--- config.mk ---
export PLATFORM = sky130hd
export DESIGN_NAME = job_writer
export DESIGN_NICKNAME = d
export VERILOG_FILES = /design/src/rtl/job_writer.sv
export SDC_FILE = /design/constraint.sdc
export NUM_CORES = 1
export LEC_CHECK = 0
export BUFFER_PORTS_ARGS = -buffer_cell sky130_fd_sc_hd__buf_2
export CAP_MARGIN = 5
export CORE_UTILIZATION = 52
export CTS_BUF_LIST = sky130_fd_sc_hd__clkbuf_4 sky130_fd_sc_hd__clkbuf_8
export CTS_CLUSTER_SIZE = 40
export DETAILED_ROUTE_END_ITERATION = 10
export GPL_ROUTABILITY_DRIVEN = 0
export PLACE_DENSITY = 0.79
export SETUP_SLACK_MARGIN = 0.02
export SLEW_MARGIN = 20
export SYNTH_ARGS = -nofsm -noshare
export SYNTH_HDL_FRONTEND = slang
export SYNTH_SLANG_ARGS = --single-unit
--- constraint.sdc ---
create_clock -name wr_clk -period 2.6 [get_ports wr_clk]
set_clock_uncertainty 0.15 [all_clocks]
set_input_delay 0.39 -clock wr_clk [delete_from_list [all_inputs] [get_ports wr_clk]]
set_output_delay 0.39 -clock wr_clk [all_outputs]
set_load 0.01 [all_outputs]
--- src/rtl/job_writer.sv ---
// job_writer: writes a 4-word row descriptor into a worker's register window
// for each dispatcher request, then pulses jw_done. It owns the frame row
// counter and the imaginary-axis accumulator for the Julia-set generator.
//
// Write bus handshake: wr_write is the valid and !wr_waitrequest is the ready.
// A word transfers on a clock edge where both are true. While valid is high
// and ready is low, wr_addr and wr_data hold their values. Valid never drops
// without a transfer, except on a frame restart or a reset.
module job_writer #(
  parameter int          NUM_ROWS  = 480,
  parameter int          ROW_W     = 10,
  parameter logic [31:0] BASE_ADDR = 32'h0000_0000
) (
  input  logic        wr_clk,
  input  logic        wr_n_rst,
  input  logic        wr_start_calc,
  input  logic [31:0] cfg_y0,
  input  logic [31:0] cfg_step,
  input  logic [31:0] cfg_c_re,
  input  logic [31:0] cfg_c_im,
  input  logic        jw_begin,
  input  logic [3:0]  worker_to_assign,
  output logic [31:0] wr_addr,
  output logic [31:0] wr_data,
  output logic        wr_write,
  input  logic        wr_waitrequest,
  output logic        jw_done,
  output logic        jw_busy,
  output logic        frame_issued,
  output logic        jw_err,
  output logic [1:0]  dbg_state
);

  typedef enum logic [1:0] {
    IDLE  = 2'd0,
    WRITE = 2'd1,
    DONE  = 2'd2
  } state_t;

  localparam logic [ROW_W-1:0] LAST_ROW = ROW_W'(NUM_ROWS - 1);

  state_t           state;
  logic [ROW_W-1:0] row;
  logic [31:0]      y_cur;
  logic [31:0]      step;
  logic [31:0]      c_re;
  logic [31:0]      c_im;
  logic [3:0]       worker;
  logic [1:0]       word_idx;
  logic             armed;

  // Each worker owns a 16-byte window; the word index selects a 32-bit slot.
  function automatic logic [31:0] word_addr(input logic [3:0] w,
                                            input logic [1:0] idx);
    return BASE_ADDR + {24'b0, w, idx, 2'b00};
  endfunction

  // Descriptor layout: row number, imaginary coordinate, then the constant.
  function automatic logic [31:0] word_data(input logic [1:0]       idx,
                                            input logic [ROW_W-1:0] r,
                                            input logic [31:0]      y,
                                            input logic [31:0]      cr,
                                            input logic [31:0]      ci);
    case (idx)
      2'd0:    return {{(32 - ROW_W){1'b0}}, r};
      2'd1:    return y;
      2'd2:    return cr;
      default: return ci;
    endcase
  endfunction

  assign dbg_state = state;

  // Descriptor FSM. The frame restart has priority over all other activity.
  // Row and y_cur advance on the edge that makes jw_done high, so
  // frame_issued rises together with the last jw_done of the frame.
  always_ff @(posedge wr_clk or negedge wr_n_rst) begin
    if (!wr_n_rst) begin
      state        <= IDLE;
      row          <= '0;
      y_cur        <= '0;
      step         <= '0;
      c_re         <= '0;
      c_im         <= '0;
      worker       <= '0;
      word_idx     <= '0;
      armed        <= 1'b0;
      wr_addr      <= '0;
      wr_data      <= '0;
      wr_write     <= 1'b0;
      jw_done      <= 1'b0;
      jw_busy      <= 1'b0;
      frame_issued <= 1'b0;
      jw_err       <= 1'b0;
    end else if (wr_start_calc) begin
      // Any in-flight descriptor is abandoned without a jw_done.
      state        <= IDLE;
      row          <= '0;
      y_cur        <= cfg_y0;
      step         <= cfg_step;
      c_re         <= cfg_c_re;
      c_im         <= cfg_c_im;
      word_idx     <= '0;
      armed        <= 1'b1;
      wr_write     <= 1'b0;
      jw_done      <= 1'b0;
      jw_busy      <= 1'b0;
      frame_issued <= 1'b0;
      jw_err       <= 1'b0;
    end else begin
      case (state)
        IDLE: begin
          if (jw_begin) begin
            if (armed && !frame_issued) begin
              worker   <= worker_to_assign;
              word_idx <= 2'd0;
              jw_busy  <= 1'b1;
              wr_write <= 1'b1;
              wr_addr  <= word_addr(worker_to_assign, 2'd0);
              wr_data  <= word_data(2'd0, row, y_cur, c_re, c_im);
              state    <= WRITE;
            end else begin
              jw_err <= 1'b1;
            end
          end
        end
        WRITE: begin
          if (jw_begin) jw_err <= 1'b1;
          if (!wr_waitrequest) begin
            if (word_idx == 2'd3) begin
              wr_write <= 1'b0;
              jw_done  <= 1'b1;
              row      <= row + 1'b1;
              y_cur    <= y_cur - step;
              if (row == LAST_ROW) frame_issued <= 1'b1;
              state    <= DONE;
            end else begin
              word_idx <= word_idx + 2'd1;
              wr_addr  <= word_addr(worker, word_idx + 2'd1);
              wr_data  <= word_data(word_idx + 2'd1, row, y_cur, c_re, c_im);
            end
          end
        end
        DONE: begin
          if (jw_begin) jw_err <= 1'b1;
          jw_done <= 1'b0;
          jw_busy <= 1'b0;
          state   <= IDLE;
        end
        default: state <= IDLE;
      endcase
    end
  end

endmodule

-- Word-level counts from Yosys, hierarchy flattened
Cells that the tools add are included.
- bits in registers: 216
- input port bits: 137
- output and inout port bits: 71
- muxes and demuxes: 53
- add/subtract/negate cells: 3
- bitwise operators: 1
- reductions and logical operators: 23
- equality and inequality tests: 18
- operators with widths (operator ; number):
    32-bit 2-to-1 mux ; 12
    32-bit case mux with 2 select lines ; 2
    32-bit case mux with 3 select lines ; 1
    10-bit 2-to-1 mux ; 4
    32-bit subtractor ; 1
    2-bit 2-to-1 mux ; 10
    1-bit 2-to-1 mux ; 18
    3-bit inequality test (second input constant) ; 6
    4-bit AND reduction ; 4
    3-bit nonzero test ; 4
    10-bit by 1-bit adder with 10-bit output (second input constant) ; 1
    10-bit by 9-bit == test with 1-bit output (second input constant) ; 1
    2-bit inequality test (second input constant) ; 5
    5-bit AND reduction ; 2
    3-bit AND reduction ; 3
    1-bit case mux with 2 select lines ; 4
    2-bit case mux with 2 select lines ; 2
    2-bit nonzero test ; 4
    2-bit == test (second input constant) ; 3
    6-bit AND reduction ; 1
    2-bit by 1-bit == test with 1-bit output (second input constant) ; 2
    2-bit zero test ; 2
    3-bit by 1-bit inequality test with 1-bit output (second input constant) ; 1
    2-bit by 1-bit adder with 2-bit output (second input constant) ; 1
    4 further kinds ; 4

-- Logic depth before layout (Yosys ltp)
- depth in word-level cells: 6
- mapped depth: 12
- gate-level depth less buffers: 12

-- Worst setup path before layout
Ideal clock, no wire load.
- path type: register to register
- start point: register y_cur[0]
- end point: register y_cur[30]
- period minus slack after synthesis: 2.730 ns
- stages on the path, launching flop included: 13
- setup slack: -0.130 ns
- arrival: 2.438 ns
- path buffers: 0
- cell sequence: dfrtp_1 inv_1 ha_1 fa_1 nor2b_1 o211ai_1 a31oi_1 o211ai_1 o21bai_2 a21oi_1 o31ai_1 xnor2_1 o221ai_1
- word-level cells in the longest chain between the ends: 5
- RTL lines (element ; RTL line ; source):
    from (decl) ; 44 ; logic [31:0] y_cur;
    from (signal assigned) ; 99 ; y_cur <= cfg_y0;
    from (signal assigned) ; 134 ; y_cur <= y_cur - step;
    32-bit subtractor ; 134 ;
    32-bit 2-to-1 mux ; 130 ; if (word_idx == 2'd3) begin
    32-bit 2-to-1 mux ; 129 ; if (!wr_waitrequest) begin
    32-bit 2-to-1 mux ; 111 ; case (state)
    32-bit 2-to-1 mux ; 95 ; end else if (wr_start_calc) begin
Every way passes these cells. The select of a mux whose other input is x is not followed.
A chain may end at the register's enable or synchronous reset.

-- Worst setup path in the final report
- start point: register y_cur[0]
- end point: register y_cur[22]
The elaborated chain is that of the path after synthesis.

==> flow_summary.yaml <==
placed_design:
  io_buffer_count: 181
  placed_cell_area_mm2: 0.0118
  post-dp-hpwl_um: 18800
  placed_cells: 1524
worst_setup_path:
  cp.arrival_ns: 3.05
  r2r-end: "y_cur[22]$_DFFE_PN0P_"
  required_ns: 2.78
  path_max_fanout: 3
  regToRegStartpoint: "y_cur[0]$_DFFE_PN0P_"
  crit_path_end_kind: "flip-flop"
  r2r_slack_ns: -0.26
  path_class: "flip-flop to flip-flop"
  rr_worst_depth: 14
  start_kind: "flip-flop"
cells_and_area:
  syn2layout_area_growth_pct: 29.3
  stdcell_count: 1634
  fin_area_mm2: 0.0132
  drive_above_1_share_pct: 31.7
  n_fill_cell: 1414
  multi_input_area_mm2: 0.00529
  final_net_count: 1537
  regArea_mm2: 0.00475
cts:
  root_buffer: "clkbuf_8"
  cts.sinks: 190
  cts_buffers: 17
  clockBufferDepth: 2
  clk_pin_slew_ns: 0.09
  htree_levels: 4
  cts_tree: "yes"
  insertion_delay_ns: 0.46
floorplan:
  core_area_mm2: 0.0190
  core.rowCount: 50
  ioPinCount: 208
  die-height_um: 142
  die_x_um: 142
  start_util_pct: 53.8
  dieArea_mm2: 0.0202
timing:
  fin_crit_sh_pct: 110
  setup_ws_ns: -0.265
  fin_hold_ws_ns: 0.0126
  tightest_slew_ns: 0.765
  max_freq_ghz: 0.349
  min_period_ns: 2.86
  setup_viol: 16
  relSlewSlack_pct: 48.7
  drv_slew: 0
  final_hold_viol_count: 0
  rsz0062_at_grt: "yes"
synthesis:
  yosys_most_used_dff: "dfrtp_1"
  synth_edf_count: 0
  yosysSeqAreaShare_pct: 46.6
  ys_ff_latch: 190
  netlist.area_leader.share_pct: 46.6
  ys_types: 58
  ys_warn_count: 0
  synth_top_cell_by_area: "dfrtp_1"
  syn_area_mm2: 0.0102
  syn_inst: 1073
  synthTopCellsByArea: "dfrtp_1 47%, mux2_2 8.2%, o21ai_0 7.0%"
  postSynthAreaPerCell_um2: 9.50
  synthArstFlopShare_pct: 100
hold_path:
  worstHoldPathCells: 3
  hold_end: "step[7]$_DFFE_PN0P_"
  hold_class: "input pin to flip-flop"
  min-delay-start: "cfg_step[7]"
detailed_routing:
  ant_nets: 0
  viasPerCell: 5.49
  drc_errors: 0
  drt-total-wl_um: 27600
  drt_first_iter_violations: 686
  first_pass_iters: 9
  routed-via-count: 8975
  wl_per_cell_um: 16.9
pwr:
  combPwrFrac_pct: 31.8
  p_leak_nw: 6.16
  p_int_mw: 5.44
  power.density_mw_per_mm2: 610
  p_switching_mw: 2.60
  p_sw_share_pct: 32.4
  clockPowerShare_pct: 24.6
  pwr-share-seq_pct: 43.7
  max-vdd-ir-drop_uv: 347
grt:
  grt_max_degree: 84
  track_usage_pct: 27.0
  grt_first_pass_wirelength_um: 42500
  grt_pass1_vias: 8576
  antenna_found_initial: 4
  grt.overflow.total: 0
run_status:
  violations: "negative setup slack"
  outcome: "finished, violations left"
run:
  drv_cap: 0
==> placed cells by master, fill, tap and decap left out, types with 21 or more instances in the layout <==
cell / synthesis / routed
ha_1: 41 / 24
clkbuf_8: 0 / 21
buf_4: 26 / 78
buf_2: 0 / 179
a21oi_1: 66 / 55
nor2_1: 51 / 51
dfrtp_1: 190 / 190
o21ai_0: 142 / 128
dlygate4sd3_1: 0 / 63
conb_1: 1 / 26
xnor2_1: 22 / 21
nand2_1: 177 / 172
mux2_2: 74 / 74
inv_1: 44 / 38
a22oi_1: 42 / 42
==> area by class of cell <==
class,instances,area share (%)
multi-input combinational,777,40.1
sequential,190,36.1
timing repair buffer,328,17.0
tap,260,2.47
clock buffer,22,2.20
inverter,44,1.25
clock inverter,9,0.835
antenna,4,0.0759
==> worst max-delay path: stages, from the launching register on <==
cell      delay [ns]
dfrtp_1         0.39
inv_2           0.06
ha_4            0.16
fa_2            0.40
nor2b_2         0.13
o211ai_1        0.14
a31oi_2         0.22
o211ai_1        0.12
buf_4           0.17
o21bai_2        0.18
a21oi_2         0.11
buf_4           0.15
xnor2_1         0.11
mux2i_1         0.16
o21ai_1         0.08
==> cell families (layout without fill, tap and decap cells) <==
| kind of cell | after synthesis | in the layout | share of synthesized area [%] |
|---|---|---|---|
| AOI/OAI and AO/OA | 302 | 302 | 17.8 |
| and+or+nand+nor | 283 | 283 | 11.9 |
| DFF | 190 | 190 | 46.6 |
| buffers and inverters | 131 | 403 | 5.78 |
| muxes | 90 | 90 | 9.74 |
| adders and majority gates | 42 | 42 | 5.23 |
| xor gates and xnor gates | 34 | 34 | 2.92 |
| other | 1 | 30 | 0.0368 |
==> synth_stat cells, types with 2 or more instances <==
cell	count
a211oi_1	2
a211oi_4	2
a21o_1	15
a21oi_1	66
a22oi_1	42
a31oi_1	3
a41o_1	2
and2_1	2
and3_1	3
and3_4	2
buf_1	10
buf_4	26
clkbuf_1	51
dfrtp_1	190
ha_1	41
inv_1	44
mux2_2	74
mux2i_1	16
nand2_1	177
nand2b_1	8
nand3_1	9
nand4_1	3
nor2_1	51
nor2b_1	7
nor3_1	6
nor3b_1	3
nor4_1	2
o211ai_1	4
o21ai_0	142
o21ai_1	4
o21bai_1	2
o31ai_1	3
or3_1	4
xnor2_1	22
xor2_1	12
==> state kept, by name, summed over array words and instances (netlist names), 2 cells and up <==
register / flops
c_re: 32
worker: 4
dbg_state: 2
step: 32
word_idx: 2
y_cur: 32
wr_addr: 6
c_im: 32
wr_data: 32
row: 10
==> power by group through the flow <==
stage               Sequential [mW]  Clock (mW)  Combinational, mW
finish                         3.51        1.98               2.55
CTS                            3.50        2.01               2.39
detailed placement             3.56           0               2.20
global placement               3.53           0               2.15
global route                   3.56        2.11               2.78
floorplan                      3.58           0               1.33
==> worst max-delay path by stage <==
stage                         startpoint                     to  cells after the start
finish              y_cur[0]$_DFFE_PN0P_  y_cur[22]$_DFFE_PN0P_                     14
global placement    y_cur[0]$_DFFE_PN0P_  y_cur[28]$_DFFE_PN0P_                     12
floorplan           y_cur[0]$_DFFE_PN0P_  y_cur[30]$_DFFE_PN0P_                     12
global route         step[0]$_DFFE_PN0P_  y_cur[30]$_DFFE_PN0P_                     12
CTS                 y_cur[0]$_DFFE_PN0P_  y_cur[28]$_DFFE_PN0P_                     12
detailed placement  y_cur[2]$_DFFE_PN0P_  y_cur[28]$_DFFE_PN0P_                     10
==> metal layers <==
metal	part of all wire [%]	wire, um	GRT usage, %	vias to the layer above
met2	46	12800	43.1	412
met3	6.5	1800	4.17	85
met1	43	11900	36.0	4258
li1	-	-	-	4220
met4	4.2	1150	13.1	0
met5	0	0	0	-
==> what timing repair did <==
| item | CTS | global route |
|---|---|---|
| resized for setup | 36 | 27 |
| gates cloned | 0 | 0 |
| buffers inserted | 3 | 9 |
| setup endpoints to repair | 18 | 22 |
| hold buffers | 63 | 0 |
| pin swaps | 23 | 24 |
| endpoints found under the hold margin | 126 | 0 |
==> per-stage QoR <==
step	total power, mW	setup TNS [ns]	setup WS, ns	utilization, %
after floorplan	4.91	0	0.00843	-
after global placement	5.68	-1.00	-0.175	62.0
after detailed placement	5.76	-1.81	-0.229	62.0
after CTS	7.91	-1.27	-0.234	68.5
after global routing	8.45	-4.68	-0.388	69.5
final	8.04	-2.28	-0.265	69.5
(Power assumes the default switching activity.)
